===== config.mk =====
export PLATFORM = sky130hd
export DESIGN_NAME = hex_disp_sched
export DESIGN_NICKNAME = d
export VERILOG_FILES = /design/src/rtl/hex_disp_pkg.sv /design/src/rtl/hex_refresh_timer.sv /design/src/rtl/hex_disp_sched.sv
export SDC_FILE = /design/constraint.sdc
export NUM_CORES = 1
export LEC_CHECK = 0
export BUFFER_PORTS_ARGS = -buffer_cell sky130_fd_sc_hd__clkbuf_2
export CAP_MARGIN = 20
export CORE_ASPECT_RATIO = 0.5
export CORE_MARGIN = 2
export CORE_UTILIZATION = 35
export CTS_BUF_LIST = sky130_fd_sc_hd__clkbuf_8 sky130_fd_sc_hd__clkbuf_16
export CTS_CLUSTER_SIZE = 30
export DETAILED_ROUTE_END_ITERATION = 8
export PLACE_DENSITY_LB_ADDON = 0.15
export REMOVE_ABC_BUFFERS = 1
export SLEW_MARGIN = 20
export SYNTH_ARGS = -nofsm -noshare
export SYNTH_HDL_FRONTEND = slang
export SYNTH_SLANG_ARGS = --single-unit

===== constraint.sdc =====
create_clock -name clk -period 5.2 [get_ports clk]
set_clock_uncertainty 0.05 [all_clocks]
set_input_delay 1.04 -clock clk [delete_from_list [all_inputs] [get_ports clk]]
set_output_delay 1.04 -clock clk [all_outputs]
set_load 0.02 [all_outputs]

===== src/rtl/hex_disp_pkg.sv =====
// hex_disp_pkg: shared types for the hex display scheduler.
// FSM states, requester ids, AXI constants and the arbiter pick.
package hex_disp_pkg;

  typedef enum logic [1:0] {
    IDLE,
    ADDR,
    RESP
  } hex_sched_state_t;

  typedef enum logic {
    REQ_PERF,
    REQ_SW
  } hex_req_t;

  localparam logic [1:0] AXI_RESP_OKAY = 2'b00;
  localparam logic [2:0] AXI_PROT_DEF  = 3'b000;

  // Round-robin pick; the caller qualifies with "any request".
  function automatic hex_req_t rr_pick(
    input logic     perf,
    input logic     sw,
    input hex_req_t last
  );
    hex_req_t r;
    r = REQ_PERF;
    unique case (1'b1)
      (perf && sw):  r = (last == REQ_SW) ? REQ_PERF : REQ_SW;
      (sw && !perf): r = REQ_SW;
      default:       r = REQ_PERF;
    endcase
    return r;
  endfunction

endpackage


===== src/rtl/hex_refresh_timer.sv =====
// hex_refresh_timer: free-running 0..PERIOD-1 counter.
// wrap is high during the last count of each period.
module hex_refresh_timer
  import hex_disp_pkg::*;
#(
  parameter int unsigned PERIOD = 50_000_000
) (
  input  logic clk,
  input  logic rst_n,
  output logic wrap
);

  localparam int unsigned CW =
    (PERIOD > 2) ? $clog2(PERIOD) : 1;
  localparam logic [CW-1:0] LAST = CW'(PERIOD - 1);

  logic [CW-1:0] cnt;

  assign wrap = (cnt == LAST);

  // count up, fold back to zero after the last value
  always_ff @(posedge clk or negedge rst_n) begin
    if (!rst_n) begin
      cnt <= '0;
    end else if (wrap) begin
      cnt <= '0;
    end else begin
      cnt <= cnt + 1'b1;
    end
  end

endmodule


===== src/rtl/hex_disp_sched.sv =====
// hex_disp_sched: round-robin AXI-lite writer for the hex display.
// Define HEX_WR_TIMEOUT_EN to abort stalled writes after TIMEOUT_CYCLES.
module hex_disp_sched
  import hex_disp_pkg::*;
#(
  parameter int unsigned DATA_WIDTH     = 32,
  parameter int unsigned ADDR_WIDTH     = 16,
  parameter int unsigned STRB_WIDTH     = DATA_WIDTH / 8,
  parameter logic [ADDR_WIDTH-1:0] HEX_BASE_ADDR = '0,
  parameter int unsigned REFRESH_CYCLES = 50_000_000,
  parameter int unsigned TIMEOUT_CYCLES = 1024
) (
  input  logic                  clk,
  input  logic                  rst_n,
  input  logic [DATA_WIDTH-1:0] perf_cnt,
  input  logic                  sw_valid,
  output logic                  sw_ready,
  input  logic [DATA_WIDTH-1:0] sw_data,
  output logic [ADDR_WIDTH-1:0] m_axil_awaddr,
  output logic [2:0]            m_axil_awprot,
  output logic                  m_axil_awvalid,
  input  logic                  m_axil_awready,
  output logic [DATA_WIDTH-1:0] m_axil_wdata,
  output logic [STRB_WIDTH-1:0] m_axil_wstrb,
  output logic                  m_axil_wvalid,
  input  logic                  m_axil_wready,
  input  logic [1:0]            m_axil_bresp,
  input  logic                  m_axil_bvalid,
  output logic                  m_axil_bready,
  output logic                  busy,
  output logic                  err
);

  if (DATA_WIDTH != 32 || REFRESH_CYCLES < 2) begin : g_cfg_bad
    $error("hex_disp_sched: unsupported width or refresh period");
  end

  if (TIMEOUT_CYCLES < 1) begin : g_to_bad
    $error("hex_disp_sched: TIMEOUT_CYCLES must be at least 1");
  end

  hex_sched_state_t      state;
  hex_sched_state_t      state_d;
  hex_req_t              rr_last;
  hex_req_t              pick;
  logic                  wrap;
  logic                  perf_pend;
  logic                  req_any;
  logic                  gnt;
  logic                  gnt_sw;
  logic                  gnt_perf;
  logic                  aw_q;
  logic                  aw_d;
  logic                  w_q;
  logic                  w_d;
  logic                  err_q;
  logic                  err_d;
  logic                  to_hit;
  logic [DATA_WIDTH-1:0] wdata_q;

  hex_refresh_timer #(
    .PERIOD (REFRESH_CYCLES)
  ) u_timer (
    .clk   (clk),
    .rst_n (rst_n),
    .wrap  (wrap)
  );

  // arbitrate only in IDLE; reset masks the sw_ready pulse
  always_comb begin
    pick     = rr_pick(perf_pend, sw_valid, rr_last);
    req_any  = perf_pend | sw_valid;
    gnt      = rst_n & (state == IDLE) & req_any;
    gnt_sw   = gnt & (pick == REQ_SW);
    gnt_perf = gnt & (pick == REQ_PERF);
  end

`ifdef HEX_WR_TIMEOUT_EN
  localparam int unsigned TW = $clog2(TIMEOUT_CYCLES + 1);

  logic [TW-1:0] to_cnt;

  assign to_hit = (to_cnt == TW'(TIMEOUT_CYCLES - 1));

  // cycles spent in ADDR/RESP for the current write
  always_ff @(posedge clk or negedge rst_n) begin
    if (!rst_n) begin
      to_cnt <= '0;
    end else if (state == IDLE) begin
      to_cnt <= '0;
    end else begin
      to_cnt <= to_cnt + 1'b1;
    end
  end
`else
  assign to_hit = 1'b0;
`endif

  // next state, channel valids and sticky error
  always_comb begin
    state_d = state;
    aw_d    = aw_q;
    w_d     = w_q;
    err_d   = err_q;
    unique case (state)
      IDLE: begin
        if (gnt) begin
          state_d = ADDR;
          aw_d    = 1'b1;
          w_d     = 1'b1;
        end
      end
      ADDR: begin
        aw_d = aw_q & ~m_axil_awready;
        w_d  = w_q & ~m_axil_wready;
        if (to_hit) begin
          err_d   = 1'b1;
          aw_d    = 1'b0;
          w_d     = 1'b0;
          state_d = IDLE;
        end else if (!aw_d && !w_d) begin
          state_d = RESP;
        end
      end
      RESP: begin
        if (m_axil_bvalid) begin
          state_d = IDLE;
          if (m_axil_bresp != AXI_RESP_OKAY) begin
            err_d = 1'b1;
          end
        end else if (to_hit) begin
          err_d   = 1'b1;
          state_d = IDLE;
        end
      end
      default: begin
        state_d = IDLE;
        aw_d    = 1'b0;
        w_d     = 1'b0;
      end
    endcase
  end

  // FSM and AXI valid registers
  always_ff @(posedge clk or negedge rst_n) begin
    if (!rst_n) begin
      state <= IDLE;
      aw_q  <= 1'b0;
      w_q   <= 1'b0;
      err_q <= 1'b0;
    end else begin
      state <= state_d;
      aw_q  <= aw_d;
      w_q   <= w_d;
      err_q <= err_d;
    end
  end

  // pending perf sample; a wrap beats a same-cycle grant
  always_ff @(posedge clk or negedge rst_n) begin
    if (!rst_n) begin
      perf_pend <= 1'b0;
    end else if (wrap) begin
      perf_pend <= 1'b1;
    end else if (gnt_perf) begin
      perf_pend <= 1'b0;
    end
  end

  // capture the winner's word and remember who won
  always_ff @(posedge clk or negedge rst_n) begin
    if (!rst_n) begin
      rr_last <= REQ_SW;
      wdata_q <= '0;
    end else if (gnt) begin
      rr_last <= pick;
      wdata_q <= gnt_sw ? sw_data : perf_cnt;
    end
  end

  assign sw_ready       = gnt_sw;
  assign m_axil_awaddr  = HEX_BASE_ADDR;
  assign m_axil_awprot  = AXI_PROT_DEF;
  assign m_axil_awvalid = aw_q;
  assign m_axil_wdata   = wdata_q;
  assign m_axil_wstrb   = '1;
  assign m_axil_wvalid  = w_q;
  assign m_axil_bready  = (state == RESP);
  assign busy           = (state != IDLE);
  assign err            = err_q;

endmodule


Word-level counts from Yosys, hierarchy flattened --
Cells that the tools add are included.
Storage, ports and cells: bits in registers 65, input bits 72, output and inout port bits 61
Operators by class: $add $sub $neg 1, eq/ne operators 6, multiplexer cells 13, bitwise operators 11, reduce and logical (&&, ||, !) cells 13
Operators by type and width (number):
- two-way mux 32 bit | 1
- adder 26 x 1 -> 26 bit, second input constant | 1
- equality test 26 bit, second input constant | 1
- two-way mux 26 bit | 1
- bitwise AND 1 bit | 6
- two-way mux 2 bit | 3
- != test 2 bit, second input constant | 3
- one-hot mux 1 bit (3 select lines) | 2
- one-hot mux 2 bit (3 select lines) | 1
- AND reduction 3 bit | 2
- nonzero test 2 bit | 3
- two-way mux 1 bit | 4
- NOT 1 bit | 4
- logical AND 1 bit | 3
- logical NOT 1 bit | 3
- equality test 2 x 1 -> 1 bit, second input constant | 1
- equality test 2 bit, second input constant | 1
- logical NOT 2 bit | 1
- one-hot mux 1 bit (2 select lines) | 1
- AND reduction 2 bit | 1
- bitwise OR 1 bit | 1

Depth between registers and ports, before layout --
depth after elaboration 7, mapped depth 7

Modules after synthesis --
Synthesis repeated with hierarchy kept, for this count alone.
Second synthesis, totals: cell total of the unflattened synthesis 341, area, all modules 3583.4 sq um
By module, submodules not included:
- hex_disp_sched | instances 1, cells an instance 207, area an instance 2245.9 sq um, sequential area each 977.2 sq um
- hex_refresh_timer | instances 1, cells an instance 134, area an instance 1337.5 sq um, sequential area each 650.6 sq um

Least setup slack after synthesis --
Ideal clock, no wire load.
path kind input port to output port, start point in sw_valid, end point out sw_ready, data arrival time 2260 ps, setup slack 1850 ps, cell stages on the path 3, buffers on the path 1, path through a21boi_0 > clkbuf_1 > nor4b_1
On the way: cells in the longest elaborated chain, start to end 3
Ends and longest elaborated chain:
- start: declaration | RTL line hex_disp_sched.sv:16 | input logic sw_valid,
- logical AND 1 bit (tied with other cells) | RTL line hex_disp_pkg.sv:29 | (sw && !perf): r = REQ_SW;
- one-hot mux 1 bit (2 select lines) or bitwise AND 1 bit (tied branches) | RTL line hex_disp_pkg.sv:27, hex_disp_sched.sv:73
- bitwise AND 1 bit (*) | RTL line hex_disp_sched.sv:74 | gnt_sw = gnt & (pick == REQ_SW);
- end: declaration | RTL line hex_disp_sched.sv:17 | output logic sw_ready,
Every way passes the cells marked *; elsewhere a longest branch is shown, timed or not.

Final worst setup path --
Ends and elaborated chain as after synthesis.

==> impl_results.md <==
* Status: completed
* All-Layer GR Usage at 0.144
* Yosys reg bits at 65
* Synth Area in Compound Gates at 0.101
* DR iter-0 viols at 94
* Yosys warns at 0
* Clk_lat worst skew at 320 ps
* Ant diodes at 0
* Total of max-cap violations at 0
* Crit path time final at 3470 ps
* Slowest CP cell: buf_4
* Post-CTS Hold Buffers at 0
* Port bufs at 109
* Placed cell area at a little under 4000 µm²
* Layout cell share with drive strength beyond 1 at 0.305
* Worst EP required at 4110 ps
* Ranking of synthesized cells by area: dfrtp_1, mux2i_1, o21ai_0
* Critical Path Sink Type: output pin
* Unrepaired setup endpoints after global routing: no
* Area growth syn-to-layout at 25.7%
* Slew Limit Fails at 0
* Number of I/O pins at around 130
* Clock sinks at 65
* GPL Wtd Cong at 0.707
* Total number of vias at 2,524
* Worst-Margin Slew at around 960 ps
* Count of final setup violators at 0
* Die height at approximately 72 µm
* DP Wirelength at between 4000 and 5000 µm
* Initial core utilization at 0.368
* Setup WS post-layout at 1730 ps
* CP max stage delay at 470 ps
* Ys flop type: dfrtp_1
* DR DRC count at 0
* Routed length per placed instance at 12.2 µm
* Pleak at ~2.1 nW
* TritonCTS buffer count at 9
* Layout net count at 509
* Detail Route Antenna Nets at 0
* H-tree levels at 3
* Worst Hold Class: register to register
* Fin crit share at 0.668
* Core footprint at approximately 8900 µm²
* PostCTS Resize Cnt at 0
* Vias in the first global route at 2,403
* Combinational family with the most area after synthesis: simple AND/OR/NAND/NOR gates
* Critical Path Fanout Max at 34
* Final core occ at 0.463
* Max clock buf depth at 2
* Startpoint types: input port
* Setup Buffers After CTS at 0
* Post-synth EDFFs at 0
* Post-Synth Adder-Cell Area at 0.00764
* Design area at about 4100 µm²
* First-pass GRT wire length at between 10,000 and 15,000 µm
* Initial antenna violation count at 0
* WHS Path Cells at 1
* Mapped cell area at ~3300 µm²
* Cell count after synthesis at 329
* Avg Inst Size Synth at between 9 and 10 µm²
* Synth top area share at 0.489
* Clock root buffer master: clkbuf_16
* Most frequent cells in the layout: clkbuf_2, dfrtp_1, nand2_1
* CP arrival at around 2400 ps
* Clk pin slew, worst setup/hold paths at approximately 50 ps
* CTS tree: done
* Die outline width at 141 µm
* Most common cell after layout, fill and taps aside: clkbuf_2
* Pin count of the biggest net entering global routing at 67
* Yosys top cell by area: dfrtp_1
* Post-synthesis sequential area ratio at 0.497
* Max_slew headroom at 0.360
* Max VDD drop at roughly 170 µV
* Ys async rst share at 1.00
* Via density at roughly 4.5
* Crit Path Class: input port to output pin
* Post-synthesis xor/xnor area fraction at 0.0401
* Peak Freq at approximately 0.29 GHz
* Netlist cell types at 41
* DRT Pass-1 Iters at 4
* Post-Synth Simple-Gate Area at 0.173
* Pwr dens at between 400 and 500 nW/µm²
* Final TNS setup at 0 ps
* Overflow after GRT at 0
* Worst slack, placed at 1710 ps
* Worst path most repeated cell: clkbuf_2
* Hold Violations, Final at 0
* Num rows at 24
* Worst-path cell chain: clkbuf_2 -> a21boi_4 -> buf_4 -> nor4b_1 -> clkbuf_2
* Worst-case reg-to-reg path depth at 6
* Final WL at between 6000 and 7000 µm
* Mux contribution to synthesized area at 0.0978
* Die area at 10,200 µm²
==> kinds of logic (layout without fill, tap and decap cells) <==
group                      Yosys count  count (layout)
xor gates and xnor gates            15              15
AOI/OAI and AO/OA                   61              61
adders and majority gates            2               2
other                                2              23
and+or+nand+nor                    107             107
buffers and inverters               45             135
muxes                               32              32
DFF                                 65              65
==> synthesized netlist by cell type (all sizes together), types with 5 or more instances <==
cell type and n:
nand4 6, xor2 7, dfrtp 64, o21ai 42, mux2i 32, nor2 11, xnor2 8, clkbuf 9
inv 7, nand2 44, or4 7, a21oi 9, buf 29, nand2b 5, nand3 9
==> cell type report <==
cell class              instances  area, µm²
inverters                       7       26.3
flip-flops and latches         65       1630
multi-input cells             240       1470
well taps                     117        146
clock inverters                 5       22.5
clock buffers                  11        253
fillers                       883       4770
repair buffers                112        568
==> path summary, 6_finish.rpt <==
kind	start	end	slack, ps
max	sw_valid	sw_ready	1730
min	err$_DFFE_PN0P_	err$_DFFE_PN0P_	420
max reg2reg	u_timer.cnt[0]$_DFF_PN0_	u_timer.cnt[25]$_DFF_PN0_	2870
min reg2reg	err$_DFFE_PN0P_	err$_DFFE_PN0P_	420
max in group asynchronous	rst_n	m_axil_wdata[30]$_DFFE_PN0P_	3670
min in group asynchronous	rst_n	u_timer.cnt[5]$_DFF_PN0_	900
==> stage by stage <==
| stage | std cells | hold slack, ps | total power [mW] |
|---|---|---|---|
| 3_3_place_gp | 541 | 411 | 1.29 |
| 2_1_floorplan | 312 | 417 | 1.07 |
| 3_5_place_dp | 541 | 417 | 1.29 |
| 4_1_cts | 557 | 428 | 1.85 |
| 5_1_grt | 557 | 449 | 1.94 |
| 6_report | 557 | 421 | 1.81 |
==> routing by layer <==
layer	up-vias	part of all wire	track usage
li1	1313	-	-
met1	1121	0.46	0.178
met2	81	0.46	0.234
met3	9	0.067	0.0469
met4	0	0.016	0.0700
met5	-	0	0
==> report_power, final <==
group	switching [mW]	leakage (nW)	internal, mW
combinational	0.360	1.11	0.185
clock	0.200	0.148	0.342
sequential	0.0790	0.828	0.648
total	0.639	2.09	1.17
==> worst max-delay path, delay by kind of cell <==
kind            cells  cell delay (ps)
compound gates      1              150
simple gates        1              390
buf+inv             3              790
==> registers in the layout, summed over array words and instances, names as in the netlist <==
register and count:
state 2, m_axil_wvalid 1, rr_last 1, m_axil_wdata 32, err 1, u_timer.cnt 26
m_axil_awvalid 1, perf_pend 1
(Power assumes the default switching activity.)
